$ cat src/rtl/hazard_ctrl_if.sv
// Pipeline <-> hazard controller signal bundle. The controller uses the slave
// modport; the pipeline (or a bench) uses master.
interface hazard_ctrl_if #(
  parameter int unsigned REGW = 5,
  parameter int unsigned CNTW = 16
);
  logic            ihit;
  logic            dhit;
  logic            mem_req;
  logic            ex_memread;
  logic [REGW-1:0] ex_rd;
  logic [REGW-1:0] id_rs;
  logic [REGW-1:0] id_rt;
  logic            id_uses_rt;
  logic            br_taken;
  logic            halt_wb;
  logic            pc_en;
  logic            ifid_en;
  logic            idex_en;
  logic            exmem_en;
  logic            memwb_en;
  logic            ifid_flush;
  logic            idex_flush;
  logic            exmem_flush;
  logic            halted;
  logic [CNTW-1:0] stall_cycles;

  modport master (
    output ihit, dhit, mem_req, ex_memread, ex_rd, id_rs, id_rt, id_uses_rt, br_taken, halt_wb,
    input  pc_en, ifid_en, idex_en, exmem_en, memwb_en, ifid_flush, idex_flush, exmem_flush,
    input  halted, stall_cycles
  );

  modport slave (
    input  ihit, dhit, mem_req, ex_memread, ex_rd, id_rs, id_rt, id_uses_rt, br_taken, halt_wb,
    output pc_en, ifid_en, idex_en, exmem_en, memwb_en, ifid_flush, idex_flush, exmem_flush,
    output halted, stall_cycles
  );
endinterface

$ cat src/rtl/hazard_ctrl.sv
// Pipeline sequencing controller: load-use bubbles, memory-wait freezes, branch
// flushes and halt drain, plus a saturating stall-cycle counter.
module hazard_ctrl #(
  parameter int unsigned REGW = 5,
  parameter int unsigned CNTW = 16
) (
  input  logic          CLK,
  input  logic          RST,
  hazard_ctrl_if.slave  hz
);

  typedef enum logic [1:0] {StRun, StMemWait, StHalt} state_e;

  state_e          state_q, state_d;
  logic            halted_q;
  logic [CNTW-1:0] stall_q;

  logic lu, dwait, eval_run;
  // {pc, ifid, idex, exmem, memwb} enables and {ifid, idex, exmem} flushes
  logic [4:0] en_c;
  logic [2:0] fl_c;

  assign lu = hz.ex_memread && (hz.ex_rd != '0) &&
              ((hz.ex_rd == hz.id_rs) || (hz.id_uses_rt && (hz.ex_rd == hz.id_rt)));
  assign dwait = hz.mem_req && !hz.dhit;

  // The MEMWAIT exit cycle (dhit=1) is evaluated exactly like RUN, where dwait is 0.
  assign eval_run = (state_q == StRun) || ((state_q == StMemWait) && hz.dhit);

  always_comb begin
    state_d = state_q;
    en_c    = 5'b00000;
    fl_c    = 3'b000;
    if (eval_run) begin
      state_d = StRun;
      if (hz.halt_wb) begin
        state_d = StHalt;
      end else if (dwait) begin
        state_d = StMemWait;
      end else if (hz.br_taken) begin
        en_c = 5'b11111;
        fl_c = 3'b111;
      end else if (lu) begin
        en_c = 5'b00111;
        fl_c = 3'b010;
      end else if (!hz.ihit) begin
        en_c = 5'b01111;
        fl_c = 3'b100;
      end else begin
        en_c = 5'b11111;
      end
    end
  end

  always_ff @(posedge CLK or posedge RST) begin
    if (RST) begin
      state_q  <= StRun;
      halted_q <= 1'b0;
      stall_q  <= '0;
    end else begin
      state_q  <= state_d;
      halted_q <= (state_d == StHalt);
      if (!en_c[4] && (state_q != StHalt) && (state_d != StHalt) && (stall_q != '1)) begin
        stall_q <= stall_q + 1'b1;
      end
    end
  end

  assign hz.pc_en        = en_c[4] && !RST;
  assign hz.ifid_en      = en_c[3] && !RST;
  assign hz.idex_en      = en_c[2] && !RST;
  assign hz.exmem_en     = en_c[1] && !RST;
  assign hz.memwb_en     = en_c[0] && !RST;
  assign hz.ifid_flush   = fl_c[2] && !RST;
  assign hz.idex_flush   = fl_c[1] && !RST;
  assign hz.exmem_flush  = fl_c[0] && !RST;
  assign hz.halted       = halted_q;
  assign hz.stall_cycles = stall_q;

endmodule
$ cat src/flat_wrapper.sv
// flat-port wrapper written by rule: the top's interface ports become plain ports
module hazard_ctrl_flat 
#(
  parameter int unsigned REGW = 5,
  parameter int unsigned CNTW = 16
)
  (CLK, RST, hz_ihit, hz_dhit, hz_mem_req, hz_ex_memread, hz_ex_rd, hz_id_rs, hz_id_rt, hz_id_uses_rt, hz_br_taken, hz_halt_wb, hz_pc_en, hz_ifid_en, hz_idex_en, hz_exmem_en, hz_memwb_en, hz_ifid_flush, hz_idex_flush, hz_exmem_flush, hz_halted, hz_stall_cycles);
  hazard_ctrl_if #(.REGW(REGW), .CNTW(CNTW)) hz_i ();
  input  logic CLK;
  input  logic RST;
  input wire logic [$bits(hz_i.ihit)-1:0] hz_ihit;
  input wire logic [$bits(hz_i.dhit)-1:0] hz_dhit;
  input wire logic [$bits(hz_i.mem_req)-1:0] hz_mem_req;
  input wire logic [$bits(hz_i.ex_memread)-1:0] hz_ex_memread;
  input wire logic [$bits(hz_i.ex_rd)-1:0] hz_ex_rd;
  input wire logic [$bits(hz_i.id_rs)-1:0] hz_id_rs;
  input wire logic [$bits(hz_i.id_rt)-1:0] hz_id_rt;
  input wire logic [$bits(hz_i.id_uses_rt)-1:0] hz_id_uses_rt;
  input wire logic [$bits(hz_i.br_taken)-1:0] hz_br_taken;
  input wire logic [$bits(hz_i.halt_wb)-1:0] hz_halt_wb;
  output wire logic [$bits(hz_i.pc_en)-1:0] hz_pc_en;
  output wire logic [$bits(hz_i.ifid_en)-1:0] hz_ifid_en;
  output wire logic [$bits(hz_i.idex_en)-1:0] hz_idex_en;
  output wire logic [$bits(hz_i.exmem_en)-1:0] hz_exmem_en;
  output wire logic [$bits(hz_i.memwb_en)-1:0] hz_memwb_en;
  output wire logic [$bits(hz_i.ifid_flush)-1:0] hz_ifid_flush;
  output wire logic [$bits(hz_i.idex_flush)-1:0] hz_idex_flush;
  output wire logic [$bits(hz_i.exmem_flush)-1:0] hz_exmem_flush;
  output wire logic [$bits(hz_i.halted)-1:0] hz_halted;
  output wire logic [$bits(hz_i.stall_cycles)-1:0] hz_stall_cycles;
  assign hz_i.ihit = hz_ihit;
  assign hz_i.dhit = hz_dhit;
  assign hz_i.mem_req = hz_mem_req;
  assign hz_i.ex_memread = hz_ex_memread;
  assign hz_i.ex_rd = hz_ex_rd;
  assign hz_i.id_rs = hz_id_rs;
  assign hz_i.id_rt = hz_id_rt;
  assign hz_i.id_uses_rt = hz_id_uses_rt;
  assign hz_i.br_taken = hz_br_taken;
  assign hz_i.halt_wb = hz_halt_wb;
  assign hz_pc_en = hz_i.pc_en;
  assign hz_ifid_en = hz_i.ifid_en;
  assign hz_idex_en = hz_i.idex_en;
  assign hz_exmem_en = hz_i.exmem_en;
  assign hz_memwb_en = hz_i.memwb_en;
  assign hz_ifid_flush = hz_i.ifid_flush;
  assign hz_idex_flush = hz_i.idex_flush;
  assign hz_exmem_flush = hz_i.exmem_flush;
  assign hz_halted = hz_i.halted;
  assign hz_stall_cycles = hz_i.stall_cycles;
  hazard_ctrl #(.REGW(REGW), .CNTW(CNTW)) u_core (.CLK(CLK), .RST(RST), .hz(hz_i));
endmodule
$ cat config.mk
export PLATFORM = sky130hd
export DESIGN_NAME = hazard_ctrl_flat
export DESIGN_NICKNAME = d
export VERILOG_FILES = /design/src/rtl/hazard_ctrl_if.sv /design/src/rtl/hazard_ctrl.sv /design/src/flat_wrapper.sv
export SDC_FILE = /design/constraint.sdc
export NUM_CORES = 1
export LEC_CHECK = 0
export CAP_MARGIN = 25
export CORE_ASPECT_RATIO = 1.4
export CORE_MARGIN = 8
export CORE_UTILIZATION = 42
export DETAILED_ROUTE_END_ITERATION = 16
export PLACE_DENSITY = 0.8
export SETUP_SLACK_MARGIN = 0.05
export SYNTH_ARGS = -nofsm -noshare
export SYNTH_HDL_FRONTEND = slang
export SYNTH_SLANG_ARGS = --single-unit
$ cat constraint.sdc
create_clock -name CLK -period 2.4 [get_ports CLK]
set_input_delay 0.36 -clock CLK [delete_from_list [all_inputs] [get_ports CLK]]
set_output_delay 0.36 -clock CLK [all_outputs]
set_load 0.02 [all_outputs]
==> results.cfg <==
[power_and_ir_drop]
p_switching_uw = 384.4
power_density_nw_per_um2 = 602.6
clkPwrFrac_pct = 15.3
swShare_pct = 35.78
p_seq_share_pct = 42.5
power.internal_uw = 690.0
power_frac_comb_pct = 42.2
p_leak_nw = 0.8391
peakVddDrop_mv = 0.4954

[global_route]
gr-total-overflow = 0
track_usage_pct = 14.07
grt_antenna_before_repair = 0
grt_max_degree = 20
grt_pass1_vias = 1198
grt_pass1_wl_mm = 5.099

[die]
placement_rows = 22
dieArea_um2 = 4649
ios = 49
start_util_pct = 43.91
die_width_um = 59.96
die_y_um = 77.54
design.core.area_um2 = 2587

[placed_design]
hpwl_mm = 2.618
dpl-instance-area_um2 = 1738
port_buffers = 48
post-place-ws_ns = -0.4813
gp_congestion = 0.7773

[synth]
synth_area_um2 = 1136
synthSimpleGateAreaFrac_pct = 24.01
synth_top_family_by_area = simple AND/OR/NAND/NOR gates
syn-instance-count = 112
synthMuxAreaShare_pct = 0.9912
synth_area_per_cell_um2 = 10.14
synthXorXnorAreaFrac_pct = 18.50
synth_enable_flop_cells = 0
synth_ff_type = dfrtp_1
synthArstFlopShare_pct = 100.0
ys.warnings.count = 0
synth_top_area_share_pct = 41.85
yosysTopAreaCell = dfrtp_1
syn_nets = 137
synth_fa_ha_area_share_pct = 1.101
ys_seq_area_share_pct = 41.85
yosysUniqueCellTypes = 35
synth-compound-area-share_pct = 9.581
synth_seq_cells = 19
synth.area.top_cells = dfrtp_1 (42%), xnor2_1 (16%), nand2_1 (3.6%)

[clocking]
cts.sinks = 19
cts_buffer_depth = 2
cts-root-buf = clkbuf_4
htreeDepth = 1
insertion_delay_ns = 0.31
ctsHoldBuffers = 0
cts.clk_slew.worst_paths_ns = 0.11
cts_tree = built
cts_buffers = 3

[cells_and_area]
fillers = 231
final_cell_mix = clkdlybuf4s50_1 (37), xnor2_1 (21), dfrtp_1 (19)
nets = 201
final_area_um2 = 1783
drive_above_1_share_pct = 18.29
final_common_cell = clkdlybuf4s50_1
diodes = 0
area_delta_synth_final_pct = 56.94

[sta]
layout_setup_ws_ns = 0.1029
finalCritPeriodShare_pct = 95.71
tightest_slew_ns = 0.4221
finalSetupTns_ns = 0
finalMaxSlewViolations = 0
slew_headroom_pct = 71.56
finalClockSkew_ns = 0.005809
rsz0062_at_grt = true
max_freq_mhz = 435.3
finalHoldViolations = 0
setup_violations = 0
finalCriticalPeriod_ns = 2.297

[route]
drtIter0Drc = 4
vias_per_cell = 4.995
wl_per_cell_um = 14.66
vias = 1054
drc = 0
firstDrtPassIters = 4
ant_nets = 0
routed_wl_mm = 3.094

[run]
cap_viol_max_count = 0

[worst_setup_path]
worstPathArrival_ns = 1.94
worst-path-max-fanout = 3
crit_family = buffers and inverters
crit_buf_inv = 3
worst_setup_path_start_kind = input port
required_ns = 2.04
crit_chain = clkdlybuf4s50_1 > or4_1 > o21ai_1 > inv_1 > nand2_2 > nand2b_1 > a21oi_1 > buf_4
critPathKind = in2out
critPathMaxStageDelay_ns = 0.48
cp_slowest_cell = clkdlybuf4s50_1
cp-end-kind = primary output

[outcome]
outcome = finished clean

[worst_hold_path]
hold_class = in2async
## sequential cells by signal, summed over array words and instances (netlist names)
name,flops
u_core.hz.stall_cycles,16
u_core.state_q,2
u_core.hz.halted,1
## power by group through the flow
stage          registers, mW  logic [mW]  clock network, mW
4_1_cts                0.457       0.450              0.171
6_report               0.456       0.453              0.165
3_3_place_gp           0.458       0.432                  0
2_1_floorplan          0.519       0.152                  0
3_5_place_dp           0.463       0.450                  0
5_1_grt                0.467       0.487              0.179
## cell type report
class	instances	area (µm²)	share of cell area, %
multi-input combinational	85	618.1	34.67
timing repair buffer	62	599.3	33.61
sequential	19	475.5	26.67
tap	36	45.04	2.526
clock buffer	4	26.28	1.474
inverter	5	18.77	1.053
## metrics by stage
| stage | total power, mW | hold WS, ns | util [%] | cells |
|---|---|---|---|---|
| after global routing | 1.132 | 0.4644 | 68.91 | 211 |
| after CTS | 1.078 | 0.4434 | 67.46 | 209 |
| after detailed placement | 0.9126 | 0.4703 | 67.17 | 205 |
| after global placement | 0.8895 | 0.4529 | 67.17 | 205 |
| final | 1.074 | 0.4356 | 68.91 | 211 |
| after floorplan | 0.6712 | 0.3194 | - | 112 |
## cell families (layout without fill, tap and decap cells)
family          count (synthesis)  count (layout)
compound gates                 14              14
mux                             1               1
fa+ha+maj                       1               1
buf+inv                         8              71
flops                          19              19
simple gates                   45              45
xor+xnor                       24              24
## cell usage after synthesis, drive strengths merged (2+ instances only)
cell type	instances
dfrtp	19
nand2b	3
o21ai	3
xnor2	21
buf	3
inv	5
nand3	8
nand2	11
xor2	3
nand4	4
nor2	6
nor3	3
and3	5
a21oi	4
a31oi	2
## tightest hold or removal path, cell delays in order
cell	delay, ns
clkdlybuf4s50_1	0.43
inv_1	0.08
buf_4	0.26
## repair_timing
action	CTS	global route
gates resized for setup	19	9
setup buffers	0	2
endpoints found under the setup margin	4	9
hold endpoints to repair	0	0
pin swaps	1	1
## routing by layer
metal | vias up | global-route usage, % | wire (µm)
li1 | 507 | - | -
met1 | 492 | 13.35 | 1062
met2 | 46 | 24.92 | 1675
met3 | 9 | 3.465 | 243
met4 | 0 | 10.07 | 112
met5 | - | 0 | 0
## final timing paths
kind | cells after the start | slack (ns) | start | endpoint
min in group CLK | 1 | 0.49 | u_core.state_q[1] | u_core.state_q[1]
hold / removal | 3 | 0.44 | RST | u_core.state_q[1]
setup / recovery | 8 | 0.10 | hz_ex_rd[4] | hz_ifid_flush
max in group asynchronous | 3 | 1.76 | RST | u_core.hz.stall_cycles[8]
setup reg to reg | 8 | 0.32 | u_core.hz.stall_cycles[6] | u_core.hz.stall_cycles[15]
hold reg to reg | 1 | 0.49 | u_core.state_q[1] | u_core.state_q[1]
Power figures use the tool's default switching activity.
